### config.mk
export PLATFORM = sky130hd
export DESIGN_NAME = vertical_node_mc
export DESIGN_NICKNAME = d
export VERILOG_FILES = /design/src/rtl/vertical_node_mc_pkg.sv /design/src/rtl/vertical_node_mc_lane.sv /design/src/rtl/vertical_node_mc.sv
export SDC_FILE = /design/constraint.sdc
export NUM_CORES = 1
export LEC_CHECK = 0
export CAP_MARGIN = 20
export CORE_AREA = 2 2 164 166
export CTS_BUF_LIST = sky130_fd_sc_hd__clkbuf_8
export CTS_CLUSTER_DIAMETER = 50
export CTS_CLUSTER_SIZE = 16
export DETAILED_ROUTE_END_ITERATION = 8
export DIE_AREA = 0 0 166 168
export PLACE_DENSITY = 0.75
export SLEW_MARGIN = 30
export SYNTH_ARGS = -nofsm -noshare
export SYNTH_HDL_FRONTEND = slang
export SYNTH_SLANG_ARGS = --single-unit
### constraint.sdc
create_clock -name clk_i -period 5.15 [get_ports clk_i]
set_clock_uncertainty 0.1 [all_clocks]
set_input_delay 1.03 -clock clk_i [delete_from_list [all_inputs] [get_ports clk_i]]
set_output_delay 1.03 -clock clk_i [all_outputs]
set_load 0.1 [all_outputs]
### src/rtl/vertical_node_mc_pkg.sv
// ---------------------------------------------------------------------------
// vnode_pkg
// Shared helpers for the vertical_node_mc reduction node:
//   lane_w    : lane word width from integer/fractional bit counts
//   sat_max   : largest signed value of a w-bit word (wide_t)
//   sat_min   : smallest signed value of a w-bit word (wide_t)
//   is_ovf    : 1 when a wide signed value does not fit in w bits
//   saturate  : clamp a wide signed value into the w-bit signed range
// Values are carried in a fixed 64-bit signed container (wide_t) so the
// helpers work for any lane width up to 63 bits.
// ---------------------------------------------------------------------------
package vnode_pkg;

   localparam int MAX_D = 63;

   typedef logic signed [MAX_D:0] wide_t;

   function automatic int lane_w(input int iw, input int fw);
      return iw + fw;
   endfunction

   function automatic wide_t sat_max(input int w);
      wide_t one;
      one = 64'sd1;
      return (one <<< (w - 1)) - one;
   endfunction

   function automatic wide_t sat_min(input int w);
      return ~sat_max(w);
   endfunction

   // Saturation limits for the default 8.8 lane format.
   localparam int    D_DEF   = lane_w(8, 8);
   localparam wide_t SAT_MAX = sat_max(D_DEF);
   localparam wide_t SAT_MIN = sat_min(D_DEF);

   function automatic logic is_ovf(input wide_t v, input int w);
      return (v > sat_max(w)) || (v < sat_min(w));
   endfunction

   function automatic wide_t saturate(input wide_t v, input int w);
      wide_t hi;
      wide_t lo;
      hi = sat_max(w);
      lo = sat_min(w);
      if (v > hi)
         return hi;
      else if (v < lo)
         return lo;
      else
         return v;
   endfunction

endpackage

### src/rtl/vertical_node_mc_lane.sv
// ---------------------------------------------------------------------------
// vnode_lane
// One lane of the vertical node: selects bypass / add / local operand,
// optionally accumulates over several beats, and holds the lane's output
// word and sticky overflow flag.
// Build option: VNODE_SAT_EN -- when defined, overflowing add/accumulate
// results clamp to the signed range and set ovf; otherwise results wrap and
// ovf is tied low.
// Ports:
//   clk_i, rst_n_i      clock, synchronous active-low reset
//   en_adder, sel_mux   registered lane configuration
//   beat                an input beat is accepted this cycle
//   first               this beat starts a new accumulation
//   load_out            this beat is final; capture the result
//   clr                 configuration load: clear accumulator and ovf
//   top, mux            lane operands
//   out                 registered lane result
//   ovf                 sticky overflow flag
// ---------------------------------------------------------------------------
module vnode_lane
   import vnode_pkg::*;
#(
   parameter int D = 16
) (
   input  logic                clk_i,
   input  logic                rst_n_i,
   input  logic                en_adder,
   input  logic                sel_mux,
   input  logic                beat,
   input  logic                first,
   input  logic                load_out,
   input  logic                clr,
   input  logic signed [D-1:0] top,
   input  logic signed [D-1:0] mux,
   output logic signed [D-1:0] out,
   output logic                ovf
);

   logic signed [D-1:0] r;
   logic signed [D-1:0] acc_next;
   logic signed [D-1:0] acc_p1;
   logic signed [D-1:0] out_p1;

`ifdef VNODE_SAT_EN
   logic signed [D:0] r_full;
   logic signed [D:0] acc_full;
   wide_t             r_w;
   wide_t             a_w;
   logic              ovf_step;
   logic              ovf_p1;

   // Sums are formed at D+1 bits so the true result is always visible
   // before clamping.
   always_comb begin
      r_full = $signed({mux[D-1], mux});
      if (sel_mux)
         r_full = $signed({top[D-1], top});
      else if (en_adder)
         r_full = $signed({top[D-1], top}) + $signed({mux[D-1], mux});
      r_w = wide_t'(r_full);
      r   = D'(saturate(r_w, D));

      acc_full = $signed({r[D-1], r});
      if (!first)
         acc_full = $signed({acc_p1[D-1], acc_p1}) + $signed({r[D-1], r});
      a_w      = wide_t'(acc_full);
      acc_next = D'(saturate(a_w, D));

      ovf_step = is_ovf(r_w, D) | is_ovf(a_w, D);
   end

   always_ff @(posedge clk_i) begin
      if (!rst_n_i || clr)
         ovf_p1 <= 1'b0;
      else if (beat && ovf_step)
         ovf_p1 <= 1'b1;
   end

   assign ovf = ovf_p1;
`else
   always_comb begin
      r = mux;
      if (sel_mux)
         r = top;
      else if (en_adder)
         r = top + mux;
      acc_next = first ? r : acc_p1 + r;
   end

   assign ovf = 1'b0;
`endif

   // ---- stage 1: accumulator and output word ----
   always_ff @(posedge clk_i) begin
      if (!rst_n_i) begin
         acc_p1 <= '0;
         out_p1 <= '0;
      end else begin
         if (clr)
            acc_p1 <= '0;
         else if (beat)
            acc_p1 <= acc_next;
         if (load_out)
            out_p1 <= acc_next;
      end
   end

   assign out = out_p1;

endmodule

### src/rtl/vertical_node_mc.sv
// ---------------------------------------------------------------------------
// vertical_node_mc
// Multi-lane handshaked vertical adder node for the systolic PE column.
// Per lane: bypass the top operand, or add top + local operand, optionally
// accumulating over acc_len beats. Configuration is forwarded downward.
// Build option: VNODE_SAT_EN selects saturating arithmetic with sticky
// per-lane overflow flags (default: wrapping arithmetic, ovf_o = 0).
// Ports:
//   clk_i, rst_n_i              clock, synchronous active-low reset
//   path_ld_i                   load config/acc_len, abort accumulation
//   en_adder_i, sel_mux_i       per-lane config inputs
//   acc_len_i                   beats per output
//   en_adder_o, sel_mux_o       registered config for the next node
//   top_data_i, mux_data_i      lane operands, lane k at [k*D +: D]
//   valid_i / ready_o           input beat handshake
//   out_data_o, valid_o/ready_i output handshake
//   ovf_o                       per-lane sticky overflow
// ---------------------------------------------------------------------------
module vertical_node_mc
   import vnode_pkg::*;
#(
   parameter int F_WIDTH   = 8,
   parameter int I_WIDTH   = 8,
   parameter int LANES     = 4,
   parameter int ACC_LEN_W = 4,
   localparam int D        = lane_w(I_WIDTH, F_WIDTH)
) (
   input  logic                 clk_i,
   input  logic                 rst_n_i,
   input  logic                 path_ld_i,
   input  logic [LANES-1:0]     en_adder_i,
   input  logic [LANES-1:0]     sel_mux_i,
   input  logic [ACC_LEN_W-1:0] acc_len_i,
   output logic [LANES-1:0]     en_adder_o,
   output logic [LANES-1:0]     sel_mux_o,
   input  logic [LANES*D-1:0]   top_data_i,
   input  logic [LANES*D-1:0]   mux_data_i,
   input  logic                 valid_i,
   output logic                 ready_o,
   output logic [LANES*D-1:0]   out_data_o,
   output logic                 valid_o,
   input  logic                 ready_i,
   output logic [LANES-1:0]     ovf_o
);

   logic [LANES-1:0]     en_cfg_p1;
   logic [LANES-1:0]     sel_cfg_p1;
   logic [ACC_LEN_W-1:0] acc_len_p1;
   logic [ACC_LEN_W-1:0] cnt_p1;
   logic                 vld_p1;

   logic single;
   logic final_beat;
   logic first;
   logic accept;
   logic new_final;

   // acc_len of 0 or 1 makes every beat final.
   assign single     = (acc_len_p1 <= ACC_LEN_W'(1));
   assign final_beat = single | (cnt_p1 == acc_len_p1 - ACC_LEN_W'(1));
   assign first      = single | (cnt_p1 == '0);

   // A non-final beat never touches the output register, so it may be
   // taken even while the output is stalled.
   assign ready_o   = !path_ld_i & (!final_beat | !vld_p1 | ready_i);
   assign accept    = valid_i & ready_o;
   assign new_final = accept & final_beat;

   // ---- stage 1: config, beat counter, output valid ----
   always_ff @(posedge clk_i) begin
      if (!rst_n_i) begin
         en_cfg_p1  <= '0;
         sel_cfg_p1 <= '0;
         acc_len_p1 <= ACC_LEN_W'(1);
         cnt_p1     <= '0;
         vld_p1     <= 1'b0;
      end else begin
         if (path_ld_i) begin
            en_cfg_p1  <= en_adder_i;
            sel_cfg_p1 <= sel_mux_i;
            acc_len_p1 <= acc_len_i;
            cnt_p1     <= '0;
         end else if (accept) begin
            cnt_p1 <= final_beat ? '0 : cnt_p1 + ACC_LEN_W'(1);
         end

         if (new_final)
            vld_p1 <= 1'b1;
         else if (ready_i)
            vld_p1 <= 1'b0;
      end
   end

   assign en_adder_o = en_cfg_p1;
   assign sel_mux_o  = sel_cfg_p1;
   assign valid_o    = vld_p1;

   for (genvar k = 0; k < LANES; k++) begin : g_lane
      vnode_lane #(
         .D (D)
      ) u_lane (
         .clk_i    (clk_i),
         .rst_n_i  (rst_n_i),
         .en_adder (en_cfg_p1[k]),
         .sel_mux  (sel_cfg_p1[k]),
         .beat     (accept),
         .first    (first),
         .load_out (new_final),
         .clr      (path_ld_i),
         .top      (top_data_i[k*D +: D]),
         .mux      (mux_data_i[k*D +: D]),
         .out      (out_data_o[k*D +: D]),
         .ovf      (ovf_o[k])
      );
   end

endmodule

# --- Word level (Yosys, flattened, before mapping) ---
# Cells that the tools add are included.
op_classes:
  add_sub_neg: 10
  mul: 0
  div_mod_pow: 0
  order_cmp: 1
  eq_ne: 1
  n_shift: 0
  n_mux: 15
  bitwise_logic: 8
  n_reduce_logical: 6
op_table:
  columns: ["cell", "count"]
  rows:
  - ["$mux W16", 12]
  - ["$add A16 B16 Y16", 8]
  - ["$add A4 B1 Y4 const B", 1]
  - ["$eq A4 B4 Y1", 1]
  - ["$le A4 B1 Y1 const B", 1]
  - ["$logic_not A4 Y1", 1]
  - ["$mux W4", 1]
  - ["$or A1 B1 Y1", 4]
  - ["$sub A4 B1 Y4 const B", 1]
  - ["$and A1 B1 Y1", 3]
  - ["$logic_not A1 Y1", 3]
  - ["$mux W1", 2]
  - ["$reduce_bool A2 Y1", 1]
  - ["$reduce_or A2 Y1", 1]
  - ["$not A1 Y1", 1]
totals:
  register_bits: 145
  latchBits: 0
  mem_bits_rw: 0
  romBits: 0
  input_bits: 145
  out_inout_bits: 78
  elab_cells: 54
  memories: 0

# --- Depth between registers and ports, before layout ---
# Gate-level depths: netlist (run 1).
logic_depth:
  depth_word: 10
  depth_mapped: 21
  mapped_depth_nobuf: 21

# --- By module ---
# Synthesis (run 1) repeated with hierarchy kept, for this count alone.
unflattened:
  hier_cells: 1719
  area_unflattened_um2: 13422.9
by_module_without_submodules:
  columns: ["mod", "n_inst", "cells_per_inst", "area_per_inst_um2"]
  rows:
  - ["vnode_lane (g_lane[2].u_lane)", 1, 425, 3226.8]
  - ["vnode_lane (g_lane[3].u_lane)", 1, 421, 3201.8]
  - ["vnode_lane (g_lane[0].u_lane)", 1, 386, 3041.7]
  - ["vnode_lane (g_lane[1].u_lane)", 1, 387, 3040.4]
  - ["vertical_node_mc", 1, 100, 912.1]

# --- Worst setup path before layout (run 1) ---
# No wires, ideal clock.
synth_timing:
  kind: "input-to-reg"
  start: "in top_data_i[16]"
  end: "reg g_lane[1].u_lane.out_p1[15]"
  setup_ns: 0.122
  t_arrival_ns: 4.749
  required_ns: 4.928
  setup_slack_ns: 0.179
  stages: 17
  path_buffers: 0
  cell_sequence: "ha_1 > fa_1 > a21o_1 > a21o_1 > a211oi_1 > nor2_1 > nor3b_1 > o31a_1 > ha_1 > a211o_1 > o311a_1 > a41oi_1 > a21oi_1 > and4b_1 > o31ai_1 > xor2_1 > a21oi_1"
synth_via:
  elab_chain_cells: 5
synth_lines:
  columns: ["item", "line_no", "source"]
  rows:
  - ["start, declared", "vertical_node_mc.sv:36", "input logic [LANES*D-1:0] top_data_i,"]
  - ["$add A16 B16 Y16", "vertical_node_mc_lane.sv:86", "r = top + mux;"]
  - ["$mux W16", "vertical_node_mc_lane.sv:85", "else if (en_adder)"]
  - ["$mux W16 *", "vertical_node_mc_lane.sv:83", "if (sel_mux)"]
  - ["$add A16 B16 Y16", "vertical_node_mc_lane.sv:87", "acc_next = first ? r : acc_p1 + r;"]
  - ["$mux W16 *", "vertical_node_mc_lane.sv:87", null]
  - ["end signal, assigned", "vertical_node_mc_lane.sv:104", "out_p1 <= acc_next;"]
  - ["end, declared", "vertical_node_mc_lane.sv:42", "logic signed [D-1:0] out_p1;"]
# Every way passes the cells marked *; elsewhere a longest branch is shown, timed or not.
# A chain may end at the register's enable or synchronous reset.

# --- Final worst setup path (run 1) ---
layout_timing:
  start: "in top_data_i[16]"
  end: "reg g_lane[1].u_lane.acc_p1[15]"
layout_via:
  elab_chain_cells: 5
layout_lines:
  columns: ["item", "line_no", "source"]
  rows:
  - ["$add A16 B16 Y16", "vertical_node_mc_lane.sv:86", null]
  - ["$mux W16", "vertical_node_mc_lane.sv:85", null]
  - ["$mux W16 *", "vertical_node_mc_lane.sv:83", null]
  - ["$add A16 B16 Y16", "vertical_node_mc_lane.sv:87", null]
  - ["$mux W16 *", "vertical_node_mc_lane.sv:87", null]
  - ["end signal, assigned", "vertical_node_mc_lane.sv:102", "acc_p1 <= acc_next;"]
  - ["end, declared", "vertical_node_mc_lane.sv:41", "logic signed [D-1:0] acc_p1;"]
# Marks and branches as above.

==> impl_metrics.py, run 1 <==
metrics = {
    "drt": {
        "viasPerCell": 5.66,
        "dr.pass1.iters": 8,
        "final_antenna_net_count": 0,
        "drcViolationCount": 0,
        "vias": 12900,
        "avgRoutedWirePerCell_um": 15.9,
        "wirelength_um": 36400,
        "drt_iter0_drc": 814,
    },
    "finish": {
        "utilization_pct": 62.3,
        "diodes": 0,
        "layout.nets": 2218,
        "drive_gt1_share_pct": 12.4,
        "syn_to_final_growth_pct": 30.5,
        "instances_no_fill": 2283,
    },
    "cts": {
        "clkTransAtPathRegs_ns": 0.09,
        "clk_latency_ns": 0.47,
        "cts_num_sinks": 145,
        "htree_levels": 4,
        "cts_tree": "done",
        "cts_max_path_buffers": 2,
        "cts_buffers": 17,
        "cts_root_buf": "clkbuf_8",
    },
    "floorplan": {
        "initial_core_util_pct": 47.7,
        "die-area_um2": 27900,
        "core_area_um2": 26400,
        "num_io_pins": 223,
        "die-height_um": 168,
        "die-width_um": 166,
        "placementRows": 60,
    },
    "setup_path": {
        "cp_max_fo": 3,
        "slowest_delay_ns": 0.43,
        "cp_common_cell": "a21oi_1",
        "critPathBufInv": 1,
        "cp-end-kind": "flip-flop",
        "critPathKind": "in2reg",
        "crit_path_cell_trace": "clkdlybuf4s50_1, ha_1, fa_2, a21o_1, a21o_1, a21oi_1, o21ai_0, nor3b_2, o31a_1, ha_1, a211o_1, o311a_1, a41oi_2, a21oi_1, and4b_1, o31ai_2, xor2_1, a21oi_1",
        "cp.required_ns": 5.37,
        "crit_family": "compound AO/OA/AOI/OAI gates",
        "crit_path_top_delay_cell": "clkdlybuf4s50_1",
        "worstPathArrival_ns": 5.27,
        "worstSetupStartpointType": "input port",
    },
    "timing": {
        "fmax_ghz": 0.198,
        "slew_headroom_pct": 30.7,
        "slew_viol_final": 0,
        "hold_ws_ns": 0.376,
        "setup_viol": 0,
        "tightest_slew_ns": 1.04,
        "hold_viol_final": 0,
        "fin_crit_sh_pct": 98.1,
        "tns_ns": 0,
        "min_period_ns": 5.05,
    },
    "synth": {
        "yosys_warnings": 0,
        "syn_inst": 1628,
        "yosysTopAreaCell": "dfxtp_1",
        "synth.yosys.seq_area_share_pct": 23.1,
        "synthDistinctLibCells": 80,
        "ys_top_cells_by_count": "nor2_1, a21oi_1, dfxtp_1",
        "ys.flop_type": "dfxtp_1",
        "async_flop_share_pct": 0,
        "synth_edf_count": 0,
        "syn_avg_cell_area_um2": 7.72,
        "yosysMostFrequentCell": "nor2_1",
        "yosys-top-cells-area": "dfxtp_1, ha_1, a21oi_1",
        "synth-seq-cells": 145,
        "syn_area_um2": 12600,
        "synth_top_area_share_pct": 23.1,
    },
    "hold_path": {
        "min_path_type": "reg2reg",
    },
    "global_route": {
        "track_usage_pct": 25.8,
        "grt-ovfl-total": 0,
        "grt_antenna_before_repair": 0,
        "grt_pass1_wl_um": 59900,
        "grt_max_degree": 56,
        "grt_pass1_vias": 12600,
    },
    "place": {
        "globalplace.congestion": 0.913,
        "placed_cells": 2249,
        "port-buffer-count": 218,
        "hpwl_um": 27700,
    },
    "flow_run": {
        "cap_violations": 0,
    },
    "power": {
        "ir_drop_mv": 0.194,
        "total_power_uw": 3920,
        "p_leak_uw": 0.00700,
        "p_per_area_nw_per_um2": 239,
    },
    "outcome": {
        "status": "completed",
    },
}
## cell usage in the layout, fill, tap and decap left out, drive strengths merged, types with 8 or more instances in the layout
cell,synthesis,layout
clkdlybuf4s50,0,210
o21ai,183,183
nor2,178,178
a21oi,172,172
buf,39,162
dfxtp,145,145
ha,136,136
nand2,108,108
mux2i,64,64
a211oi,50,50
xnor2,49,49
nor3,46,46
inv,40,46
xor2,40,40
a21o,40,40
clkbuf,55,21
o21bai,20,20
nor2b,20,20
nand2b,19,19
nand3,19,19
a31oi,19,19
o21a,15,15
or3,12,12
o31ai,11,11
o211ai,9,9
and3,8,8
and2,8,8
fa,8,8
## routing by layer
metal | wire, um | vias up | global-route usage [%] | share of wire (%)
met4 | 523 | 0 | 5.97 | 1.4
met5 | 0 | - | 0 | 0
met3 | 1740 | 38 | 4.54 | 4.8
li1 | - | 6565 | - | -
met1 | 16700 | 6024 | 32.2 | 46
met2 | 17500 | 297 | 46.1 | 48
## metrics by stage
step                      setup slack [ns]  cell area, um2
after floorplan                      0.179           12600
after global placement              -0.384           15900
after CTS                          0.00650           16300
after detailed placement            -0.578           15900
final                               0.0999           16400
after global routing               -0.0525           16400
## power breakdown
part | internal (uW) | switching, uW | total [uW]
combinational | 722 | 1090 | 1810
clock | 383 | 485 | 868
sequential | 1190 | 53.0 | 1240
## area by class of cell
cell class	instances	area [um2]
fill	2366	9950
sequential	145	2900
multi-input combinational	1351	9230
inverter	41	154
timing repair buffer	373	3320
tap	341	427
clock inverter	12	100
clock buffer	20	275
## sequential cells by signal (all words and copies together) (netlist names)
name and flops:
sel_mux_o 4, g_lane.u_lane.acc_p1 64, acc_len_p1 4, valid_o 1
g_lane.u_lane.out 64, en_adder_o 4, cnt_p1 4
## worst register-to-register path: cells and delay by family (launching register included)
kind            cells  cell delay, ns
simple gates        1            0.06
xor+xnor            1            0.14
flops               1            0.59
buf+inv             1            0.20
compound gates      8            1.63
fa+ha+maj           2            0.74
mux                 1            0.23
## worst paths after layout
kind,start,endpoint,slack (ns),cells past startpoint
min reg2reg,valid_o$_SDFFE_PN0P_,valid_o$_SDFFE_PN0P_,0.38,2
min,valid_o$_SDFFE_PN0P_,valid_o$_SDFFE_PN0P_,0.38,2
max,top_data_i[16],g_lane[1].u_lane.acc_p1[15]$_SDFFE_PP0P_,0.1,18
max reg2reg,en_adder_o[1]$_SDFFE_PN0P_,g_lane[1].u_lane.acc_p1[10]$_SDFFE_PP0P_,1.31,14
## what timing repair did
item	CTS	global route
gates cloned	0	0
endpoints found under the setup margin	2	31
resized for setup	1	24
buffers inserted	0	2
hold buffers	0	0
hold endpoints to repair	0	0
pin swaps	0	7
## cell families after synthesis
kind of cell               share of synthesized area, %
adders and majority gates                          14.8
buffers and inverters                              4.67
other                                            0.0298
DFF                                                23.1
muxes                                              5.72
xor gates and xnor gates                           6.20
AOI/OAI and AO/OA                                  29.3
and+or+nand+nor                                    16.2
No activity file was read; power rests on OpenSTA's default activity.
==> run 2, diff against run 1 <==
Settings changed: HOLD_SLACK_MARGIN set to 0.15.
==> results of run 2 <==
The final DEF is identical to that of run 1; final timing and power are the same.
==> run 3, diff against run 2 <==
Settings changed: ABC_AREA set to 1, CORE_AREA 2 2 164 166 to 2 2 177 179, DIE_AREA 0 0 166 168 to 0 0 179 181, MAX_ROUTING_LAYER set to met4, PLACE_DENSITY 0.75 to 0.74.
==> run 3 against run 2 <==
Compared with the run above:
- total power increased by 5.9%
- sequential share of layout area is 1.1 points lower
- highest routed layer unchanged
- utilization down 4.5 points
- largest cell class unchanged
==> impl_metrics.py, run 3 <==
metrics = {
    "flow_run": {
        "cap_violations": 0,
    },
    "synth": {
        "yosys-top-cells-area": "nand2_1, dfxtp_1, ha_1",
        "yosysTopAreaCell": "nand2_1",
        "yosys_warnings": 0,
        "synthDistinctLibCells": 34,
        "synth.yosys.seq_area_share_pct": 19.7,
        "synth_top_area_share_pct": 20.0,
        "synth-seq-cells": 145,
        "syn_inst": 2511,
        "async_flop_share_pct": 0,
        "ys.flop_type": "dfxtp_1",
        "synth_edf_count": 0,
        "syn_avg_cell_area_um2": 5.87,
        "yosysMostFrequentCell": "nand2_1",
        "syn_area_um2": 14700,
        "ys_top_cells_by_count": "nand2_1, inv_1, a21oi_1",
    },
    "timing": {
        "tns_ns": 0,
        "slew_viol_final": 0,
        "fmax_ghz": 0.228,
        "hold_viol_final": 0,
        "slew_headroom_pct": 32.0,
        "tightest_slew_ns": 1.02,
        "fin_crit_sh_pct": 85.3,
        "min_period_ns": 4.39,
        "setup_viol": 0,
        "rsz0062_at_grt": "false",
    },
    "cts": {
        "cts_max_path_buffers": 2,
        "clk_latency_ns": 0.49,
        "cts_hold_buf": 0,
        "cts_buffers": 17,
        "cts_num_sinks": 145,
        "cts_tree": "done",
        "cts_root_buf": "clkbuf_8",
        "htree_levels": 4,
        "cts-resized-gates": 0,
        "post-cts-setup-buffers": 0,
        "clkTransAtPathRegs_ns": 0.09,
    },
    "global_route": {
        "grt_pass1_wl_um": 76400,
        "grt_antenna_before_repair": 2,
        "busiest_layer": "met2",
        "grt_max_degree": 86,
        "grtUsageMet2_pct": 45.8,
        "track_usage_pct": 30.3,
        "met1_usage_pct": 42.2,
        "grt.met3_usage_pct": 4.34,
        "grt_pass1_vias": 15000,
        "grt-ovfl-total": 0,
    },
    "drt": {
        "drt_iter0_drc": 1507,
        "vias": 16400,
        "final_antenna_net_count": 0,
        "drcViolationCount": 0,
        "dr.pass1.iters": 6,
        "avgRoutedWirePerCell_um": 15.5,
        "wirelength_um": 48000,
        "viasPerCell": 5.30,
    },
    "floorplan": {
        "core_area_um2": 30300,
        "die-area_um2": 32400,
        "initial_core_util_pct": 48.6,
        "die-width_um": 179,
        "die-height_um": 181,
        "num_io_pins": 223,
        "placementRows": 64,
    },
    "setup_path": {
        "worstPathArrival_ns": 4.69,
        "critPathKind": "in2reg",
        "cp-end-kind": "flip-flop",
        "reg2reg_from": "en_adder_o[0]$_SDFFE_PN0P_",
        "ff2ff_setup_slack_ns": 1.24,
        "r2r-end": "g_lane[0].u_lane.out[8]$_SDFFE_PN0P_",
        "cp.required_ns": 5.44,
        "worstSetupStartpointType": "input port",
        "worstRegToRegCells": 18,
        "cp_max_fo": 5,
    },
    "outcome": {
        "status": "completed",
    },
    "hold_path": {
        "hold_depth": 2,
        "hold_path_end": "g_lane[1].u_lane.out[4]$_SDFFE_PN0P_",
        "hp-start": "g_lane[1].u_lane.out[4]$_SDFFE_PN0P_",
        "min_path_type": "reg2reg",
    },
    "finish": {
        "layout_common_cells": "nand2_1, inv_1, a21oi_1",
        "layout.nets": 2969,
        "n_fill_cell": 3067,
        "finish.instance_area_um2": 17500,
        "drive_gt1_share_pct": 4.94,
        "syn_to_final_growth_pct": 18.9,
        "utilization_pct": 57.7,
        "layout_commonest_cell": "nand2_1",
    },
    "place": {
        "place_area_um2": 17100,
        "port-buffer-count": 218,
        "globalplace.congestion": 1.01,
        "hpwl_um": 36900,
    },
    "power": {
        "p_per_area_nw_per_um2": 237,
        "ir_drop_mv": 0.158,
        "p_leak_uw": 0.00900,
    },
}
[run 3: changes by cell type in the layout (fill, tap and decap cells not counted), moves of 47 or more]
cell and change:
a211oi_1 -47, a21oi_1 +100, buf_4 -136, inv_1 +309
mux2i_1 -63, nand2_1 +677, nand3_1 +233, o21ai_1 -97
or2_2 +63
[run 3: report_power, final]
group          switching, uW  total [uW]  leakage, uW  internal, uW
Combinational           1280        1910      0.00760           633
Clock                    516        1000     0.000210           485
Sequential              53.1        1240      0.00118          1190
Total                   1850        4150      0.00900          2300
[run 3: worst max-delay path, cell delays in order]
cell and delay (ns):
clkdlybuf4s50_1 0.49, ha_1 0.28, fa_1 0.41, nand3_1 0.11
nand2_1 0.13, nand2_1 0.10, nand2_1 0.14, xnor2_1 0.16
o21ai_0 0.26, and2_1 0.18, ha_1 0.28, a21o_1 0.19
nor2_1 0.11, nand2_1 0.15, nand2_1 0.14, nand2_1 0.06
nand2_1 0.06, nand3_1 0.08, nand3_1 0.12, nand3_1 0.08
nand2_1 0.07, inv_1 0.04
[run 3: layer usage]
metal	up-vias	routed length, um
li1	8333	-
met1	7434	23200
met2	537	20900
met3	64	3130
met4	0	820
met5	-	0
[run 3: how the worst max path moves through the flow]
stage	start	end	slack [ns]	depth (start not counted)
after floorplan	top_data_i[0]	g_lane[0].u_lane.out[9]$_SDFFE_PN0P_	1.42	18
after global placement	top_data_i[32]	g_lane[2].u_lane.acc_p1[15]$_SDFFE_PP0P_	0.38	22
after detailed placement	top_data_i[32]	g_lane[2].u_lane.acc_p1[15]$_SDFFE_PP0P_	0.32	22
after CTS	top_data_i[32]	g_lane[2].u_lane.acc_p1[15]$_SDFFE_PP0P_	0.86	22
after global routing	top_data_i[32]	g_lane[2].u_lane.out[13]$_SDFFE_PN0P_	0.50	22
final	top_data_i[32]	g_lane[2].u_lane.acc_p1[15]$_SDFFE_PP0P_	0.76	22
[run 3: per-stage QoR]
step	power [uW]	hold slack, ns	std cells	worst slack (ns)
after floorplan	2630	0.347	2514	1.42
after global placement	3130	0.355	3057	0.381
after detailed placement	3150	0.357	3057	0.324
after CTS	4150	0.372	3089	0.855
after global routing	4420	0.385	3091	0.504
final	4150	0.366	3091	0.759
[run 3: area by class of cell]
class                           instances  area [um2]  share of cell area (%)
Antenna cell                            2        5.00                  0.0286
Clock buffer                           17         234                    1.34
Clock inverter                         15         183                    1.04
Inverter                              352        1320                    7.54
Multi-Input combinational cell       1927       10100                    57.6
Sequential cell                       145        2900                    16.6
Tap cell                              396         495                    2.83
Timing Repair Buffer                  237        2290                    13.1
[run 3: cells by family after synthesis]
family / after synthesis / share of synthesized area (%)
other cells: 1 / 0.0254
fa+ha+maj: 144 / 12.6
flops: 145 / 19.7
xor+xnor: 52 / 3.09
mux: 1 / 0.0679
compound gates: 403 / 14.5
simple gates: 1323 / 38.0
buf+inv: 442 / 12.0
